`config.mk`:
```
export PLATFORM = sky130hd
export DESIGN_NAME = sram_dual_fifo_ctrl
export DESIGN_NICKNAME = d
export VERILOG_FILES = /design/src/rtl/sram_dual_fifo_ctrl.sv
export SDC_FILE = /design/constraint.sdc
export NUM_CORES = 1
export LEC_CHECK = 0
export CORE_UTILIZATION = 45
export DETAILED_ROUTE_END_ITERATION = 10
export GPL_TIMING_DRIVEN = 0
export PLACE_DENSITY_LB_ADDON = 0.08
export SKIP_LAST_GASP = 1
export SLEW_MARGIN = 5
export SYNTH_ARGS = -nofsm -noshare
export SYNTH_HDL_FRONTEND = slang
export SYNTH_HIERARCHICAL = 1
export SYNTH_SLANG_ARGS = --single-unit
```
`constraint.sdc`:
```
create_clock -name Clk_In -period 3.3 [get_ports Clk_In]
set_clock_uncertainty 0.05 [all_clocks]
set_input_delay 0.66 -clock Clk_In [delete_from_list [all_inputs] [get_ports Clk_In]]
set_output_delay 0.66 -clock Clk_In [all_outputs]
set_load 0.01 [all_outputs]
```
`src/rtl/sram_dual_fifo_ctrl.sv`:
```
// rtl/sram_dual_fifo_ctrl.sv - two independent FIFOs sharing a 4-port 256x16 SRAM
module sram_fifo_chan #(
  parameter int   DATA_WIDTH = 16,
  parameter int   ADDR_WIDTH = 8,
  parameter logic CH_SEL     = 1'b0
) (
  input  logic                  clk,
  input  logic                  rst_n,
  input  logic [DATA_WIDTH-1:0] push_data,
  input  logic                  push_valid,
  output logic                  push_ready,
  output logic [DATA_WIDTH-1:0] pop_data,
  output logic                  pop_valid,
  input  logic                  pop_ready,
  input  logic                  flush,
  output logic [ADDR_WIDTH-1:0] count,
  output logic [DATA_WIDTH-1:0] w_data,
  output logic [ADDR_WIDTH-1:0] w_addr,
  output logic                  w_en,
  output logic [ADDR_WIDTH-1:0] r_addr,
  output logic                  r_en,
  input  logic [DATA_WIDTH-1:0] r_data
);
  localparam int PW = ADDR_WIDTH - 1;
  localparam logic [ADDR_WIDTH-1:0] FULL = ADDR_WIDTH'(1 << PW);
  localparam logic [ADDR_WIDTH-1:0] ONE  = ADDR_WIDTH'(1);
  localparam logic [ADDR_WIDTH-1:0] ZERO = '0;

  logic [PW-1:0]         wr_ptr, rd_ptr;
  logic [ADDR_WIDTH-1:0] count_q, avail;
  logic                  inflight;
  logic [1:0]            occ, occ_d;
  logic [DATA_WIDTH-1:0] hold0, hold1, hold0_d, hold1_d;
  logic                  push_fire, pop_fire;

  assign push_ready = (count_q != FULL);
  assign pop_valid  = (occ != 2'd0);
  assign pop_data   = hold0;
  assign count      = count_q;

  assign push_fire = rst_n & push_valid & push_ready & ~flush;
  assign pop_fire  = rst_n & pop_valid & pop_ready & ~flush;

  // occ_d already credits a pop in this cycle, so the next read can issue
  // while the head is being consumed and the stream keeps one word per cycle.
  assign occ_d = occ + {1'b0, inflight} - {1'b0, pop_fire};
  assign r_en  = rst_n & ~flush & (avail != ZERO) & (occ_d < 2'd2);

  assign w_en   = push_fire;
  assign w_addr = push_fire ? {CH_SEL, wr_ptr} : ZERO;
  assign w_data = push_fire ? push_data : '0;
  assign r_addr = r_en ? {CH_SEL, rd_ptr} : ZERO;

  always_comb begin
    hold0_d = hold0;
    hold1_d = hold1;
    case ({pop_fire, inflight})
      2'b01: begin
        if (occ == 2'd0) hold0_d = r_data;
        else             hold1_d = r_data;
      end
      2'b10: hold0_d = hold1;
      2'b11: begin
        if (occ == 2'd1) begin
          hold0_d = r_data;
        end else begin
          hold0_d = hold1;
          hold1_d = r_data;
        end
      end
      default: ;
    endcase
  end

  always_ff @(posedge clk or negedge rst_n) begin
    if (!rst_n) begin
      wr_ptr   <= '0;
      rd_ptr   <= '0;
      count_q  <= '0;
      avail    <= '0;
      inflight <= 1'b0;
      occ      <= 2'd0;
      hold0    <= '0;
      hold1    <= '0;
    end else if (flush) begin
      wr_ptr   <= '0;
      rd_ptr   <= '0;
      count_q  <= '0;
      avail    <= '0;
      inflight <= 1'b0;
      occ      <= 2'd0;
      hold0    <= '0;
      hold1    <= '0;
    end else begin
      wr_ptr   <= wr_ptr + PW'(push_fire);
      rd_ptr   <= rd_ptr + PW'(r_en);
      count_q  <= count_q + (push_fire ? ONE : ZERO) - (pop_fire ? ONE : ZERO);
      avail    <= avail + (push_fire ? ONE : ZERO) - (r_en ? ONE : ZERO);
      inflight <= r_en;
      occ      <= occ_d;
      hold0    <= hold0_d;
      hold1    <= hold1_d;
    end
  end
endmodule

module sram_dual_fifo_ctrl #(
  parameter int DATA_WIDTH = 16,
  parameter int ADDR_WIDTH = 8
) (
  input  logic                  Clk_In,
  input  logic                  Reset_In,
  input  logic [DATA_WIDTH-1:0] Ch0_Push_Data_In,
  input  logic                  Ch0_Push_Valid_In,
  output logic                  Ch0_Push_Ready_Out,
  output logic [DATA_WIDTH-1:0] Ch0_Pop_Data_Out,
  output logic                  Ch0_Pop_Valid_Out,
  input  logic                  Ch0_Pop_Ready_In,
  input  logic                  Ch0_Flush_In,
  output logic [ADDR_WIDTH-1:0] Ch0_Count_Out,
  input  logic [DATA_WIDTH-1:0] Ch1_Push_Data_In,
  input  logic                  Ch1_Push_Valid_In,
  output logic                  Ch1_Push_Ready_Out,
  output logic [DATA_WIDTH-1:0] Ch1_Pop_Data_Out,
  output logic                  Ch1_Pop_Valid_Out,
  input  logic                  Ch1_Pop_Ready_In,
  input  logic                  Ch1_Flush_In,
  output logic [ADDR_WIDTH-1:0] Ch1_Count_Out,
  output logic [DATA_WIDTH-1:0] Sram_W_A_Data_Out,
  output logic [ADDR_WIDTH-1:0] Sram_W_A_Address_Out,
  output logic                  Sram_W_A_Write_Enable_Out,
  output logic [DATA_WIDTH-1:0] Sram_W_B_Data_Out,
  output logic [ADDR_WIDTH-1:0] Sram_W_B_Address_Out,
  output logic                  Sram_W_B_Write_Enable_Out,
  output logic [ADDR_WIDTH-1:0] Sram_R_C_Address_Out,
  output logic                  Sram_R_C_Read_Enable_Out,
  input  logic [DATA_WIDTH-1:0] Sram_R_C_Data_In,
  output logic [ADDR_WIDTH-1:0] Sram_R_D_Address_Out,
  output logic                  Sram_R_D_Read_Enable_Out,
  input  logic [DATA_WIDTH-1:0] Sram_R_D_Data_In
);
  sram_fifo_chan #(.DATA_WIDTH(DATA_WIDTH), .ADDR_WIDTH(ADDR_WIDTH), .CH_SEL(1'b0)) u_ch0 (
    .clk        (Clk_In),
    .rst_n      (Reset_In),
    .push_data  (Ch0_Push_Data_In),
    .push_valid (Ch0_Push_Valid_In),
    .push_ready (Ch0_Push_Ready_Out),
    .pop_data   (Ch0_Pop_Data_Out),
    .pop_valid  (Ch0_Pop_Valid_Out),
    .pop_ready  (Ch0_Pop_Ready_In),
    .flush      (Ch0_Flush_In),
    .count      (Ch0_Count_Out),
    .w_data     (Sram_W_A_Data_Out),
    .w_addr     (Sram_W_A_Address_Out),
    .w_en       (Sram_W_A_Write_Enable_Out),
    .r_addr     (Sram_R_C_Address_Out),
    .r_en       (Sram_R_C_Read_Enable_Out),
    .r_data     (Sram_R_C_Data_In)
  );

  sram_fifo_chan #(.DATA_WIDTH(DATA_WIDTH), .ADDR_WIDTH(ADDR_WIDTH), .CH_SEL(1'b1)) u_ch1 (
    .clk        (Clk_In),
    .rst_n      (Reset_In),
    .push_data  (Ch1_Push_Data_In),
    .push_valid (Ch1_Push_Valid_In),
    .push_ready (Ch1_Push_Ready_Out),
    .pop_data   (Ch1_Pop_Data_Out),
    .pop_valid  (Ch1_Pop_Valid_Out),
    .pop_ready  (Ch1_Pop_Ready_In),
    .flush      (Ch1_Flush_In),
    .count      (Ch1_Count_Out),
    .w_data     (Sram_W_B_Data_Out),
    .w_addr     (Sram_W_B_Address_Out),
    .w_en       (Sram_W_B_Write_Enable_Out),
    .r_addr     (Sram_R_D_Address_Out),
    .r_en       (Sram_R_D_Read_Enable_Out),
    .r_data     (Sram_R_D_Data_In)
  );
endmodule

```
==> impl_metrics.py <==
metrics = {
    "global_routing": {
        "grtUsageTotal_pct": 22.3,
        "grt_max_degree": 39,
        "grt_pass1_wl_microns": 31300,
        "antenna_found_initial": 0,
        "grt_busiest_layer": "met2",
        "use_met2_pct": 37.3,
        "grt_pass1_vias": 6362,
        "grt_overflow_total": 0,
        "grtUsageMet3_pct": 4.98,
        "grtUsageMet1_pct": 29.1,
    },
    "route": {
        "antenna_left": 0,
        "avgViaCountPerCell": 4.99,
        "drcViolationCount": 0,
        "routed_wl_microns": 19000,
        "num_vias": 6398,
        "wire_per_inst_microns": 14.9,
        "drt-pass1-iter-count": 4,
        "drtIter0Drc": 229,
    },
    "timing": {
        "period_needed_ps": 3460,
        "worst_pin_slew_ps": 604,
        "relSlewSlack_pct": 59.7,
        "rsz0062_at_grt": "yes",
        "fin_crit_sh_pct": 105,
        "fin_ws_ps": -159,
        "drv_slew": 0,
        "finalHoldViolations": 0,
        "max_freq_ghz": 0.289,
        "setup_viol_count_final": 23,
        "setup-tns-final_ps": -1770,
    },
    "setup_path": {
        "critPathLaunch": "u_ch0/occ[0]",
        "cpPeakStageDelay_ps": 380,
        "rr_startpoint": "u_ch0/occ[0]",
        "worstSetupEndpointType": "flop",
        "critPathKind": "flop to flop",
        "crit_chain": "or2_4 -> nor2b_4 -> ha_4 -> inv_2 -> ha_4 -> xor2_4 -> xnor2_2 -> and3_4 -> buf_8 -> ha_4 -> inv_2 -> ha_4 -> fa_2 -> a21oi_2 -> o31ai_2 -> mux2i_1 -> o311ai_1",
        "slowest_stage": "dfrtp_1",
        "arrival_ps": 3690,
        "crit_top_cell": "ha_4",
        "startpoint_type": "flop",
        "required_ps": 3530,
        "crit_fanout": 3,
    },
    "floorplan": {
        "ioPinCount": 192,
        "start_util_pct": 46.4,
        "die_x_microns": 133,
        "die_h_microns": 133,
        "dieArea_sq_um": 17800,
        "core_sq_um": 16700,
        "row_count": 47,
    },
    "power_and_ir_drop": {
        "leakage_uw": 0.00524,
        "power.total_uw": 7340,
        "cellPowerDensity_nw_per_um2": 647,
        "ir_worst_vdd_mv": 0.425,
    },
    "yosys": {
        "mappedNetlistArea_sq_um": 7750,
        "synth_cell_types": 51,
        "synth-main-ff-cell": "dfrtp_1",
        "ys_seq_area_share_pct": 42.0,
        "syn_avg_cell_area_sq_um": 9.65,
        "synth_warnings": 6,
        "ys_ff_latch": 130,
        "synth_edf_count": 0,
        "syn_inst": 803,
        "ys_async_sr_fraction_pct": 100,
    },
    "placement": {
        "gp_routability_congestion": 0.801,
        "dp_slack_ps": -1470,
        "io_buffers": 188,
        "dpl.hpwl_microns": 12700,
    },
    "run_status": {
        "violations": "negative setup slack",
        "status": "complete, but fails checks",
    },
    "clock_network": {
        "clock_path_buffers": 2,
        "insertion_delay_ps": 420,
        "root_buffer": "clkbuf_16",
        "h-tree-depth": 4,
        "cts_tree": "yes",
        "cts_made_buffers": 17,
        "clk_pin_slew_ps": 60,
        "numClockSinks": 130,
    },
    "cells_and_area": {
        "n_antenna_cell": 0,
        "num-nets-final": 1180,
        "drive_gt1_share_pct": 17.9,
        "num-fill-cells": 1321,
        "layout_common_cells": "clkdlybuf4s50_1, dfrtp_1, nand2_1",
        "final_common_cell": "clkdlybuf4s50_1",
        "syn_to_final_growth_pct": 46.4,
    },
    "worst_hold_path": {
        "holdCritPathClass": "input pin to async pin",
    },
    "flow_run": {
        "maxCapViolations": 0,
    },
}
-- final timing paths --
kind	to	slack, ps	cells past startpoint
worst max-delay path	u_ch0/avail[6]	-160	17
worst min-delay path	u_ch1/rd_ptr[0]	130	1
worst max register to register	u_ch0/avail[6]	-160	17
worst min register to register	u_ch0/pop_data[8]	420	2
max in group asynchronous	u_ch1/avail[6]	2060	2
min in group Clk_In	u_ch0/pop_data[8]	420	2
-- state kept, by name (all words and copies together), names as in the netlist --
signal / cells
u_ch1/count: 8
u_ch0/count: 8
u_ch0/avail: 8
u_ch1/avail: 8
u_ch0/inflight: 1
u_ch1/occ: 2
u_ch0/hold1: 16
u_ch1/pop_data: 16
u_ch1/hold1: 16
u_ch1/inflight: 1
u_ch0/rd_ptr: 7
u_ch1/rd_ptr: 7
u_ch0/pop_data: 16
u_ch0/occ: 2
u_ch1/wr_ptr: 7
u_ch0/wr_ptr: 7
-- metal layers --
metal / vias up / routed length (microns)
li1: 3177 / -
met2: 148 / 9310
met1: 3055 / 8650
met3: 18 / 837
met5: - / 0
met4: 0 / 243
-- repair_timing --
action | 4_1_cts | 5_1_grt
endpoints found under the hold margin | 10 | 0
resized for setup | 121 | 33
endpoints found under the setup margin | 105 | 52
pin swaps | 35 | 19
gates cloned | 6 | 0
buffers inserted | 19 | 13
hold buffers | 1 | 0
-- logic make-up after synthesis --
family	Yosys count	share of synthesized area [%]
compound gates	79	7.48
xor+xnor	32	3.62
fa+ha+maj	60	10.1
buf+inv	90	5.47
flops	130	42.0
mux	72	9.36
other cells	1	0.0484
simple gates	339	22.0
-- area by class of cell --
type / instances / area (sq um) / share of cell area [%]
Multi-Input combinational cell: 584 / 4380 / 38.6
Sequential cell: 130 / 3250 / 28.7
Timing Repair Buffer: 227 / 2330 / 20.5
Clock buffer: 24 / 492 / 4.33
Buffer: 41 / 282 / 2.48
Tap cell: 220 / 275 / 2.43
Inverter: 47 / 181 / 1.60
Clock inverter: 8 / 149 / 1.31
-- where the power goes --
part	switching (uW)	internal (uW)	leakage [uW]	total, uW
clock network	682	1340	0.000307	2030
logic	1630	1660	0.00318	3280
registers	165	1870	0.00175	2030
-- synthesized netlist by cell type (4+ instances only) --
library cell / number / area, sq um
nor4_1: 6 / 37.5
clkbuf_1: 21 / 78.8
fa_1: 4 / 80.1
mux2i_1: 68 / 681
nor2_1: 54 / 203
xnor2_1: 16 / 140
nand2b_1: 6 / 37.5
or3_1: 4 / 25.0
nand2_1: 113 / 424
and2_1: 56 / 350
nand3_1: 17 / 85.1
o21ai_2: 20 / 175
buf_2: 5 / 25.0
a21oi_1: 18 / 90.1
xor2_1: 16 / 140
nor4b_1: 5 / 43.8
mux2_2: 4 / 45.0
dfrtp_1: 130 / 3250
and3_1: 13 / 81.3
nor2b_1: 36 / 225
nand3b_1: 4 / 30.0
nor3_1: 12 / 60.1
o21ai_0: 18 / 90.1
buf_4: 12 / 90.1
ha_1: 56 / 701
nand4_1: 4 / 25.0
o31ai_1: 6 / 45.0
inv_1: 45 / 169
-- critical path: cells and delay by family, from the launching register on --
kind,cells,cell delay [ps]
AOI/OAI and AO/OA,3,510
xor gates and xnor gates,2,360
adders and majority gates,5,940
buffers and inverters,3,200
DFF,1,380
muxes,1,240
and+or+nand+nor,3,630
-- stage by stage --
stage	area (sq um)	std cells	utilization (%)	hold slack, ps
global route	11300	1281	67.9	116
CTS	11100	1270	66.7	116
global placement	10100	1212	60.2	412
floorplan	7900	804	-	314
finish	11300	1281	67.9	132
detailed placement	10100	1213	60.4	416
Note: power is estimated with default switching activity, not from simulation.
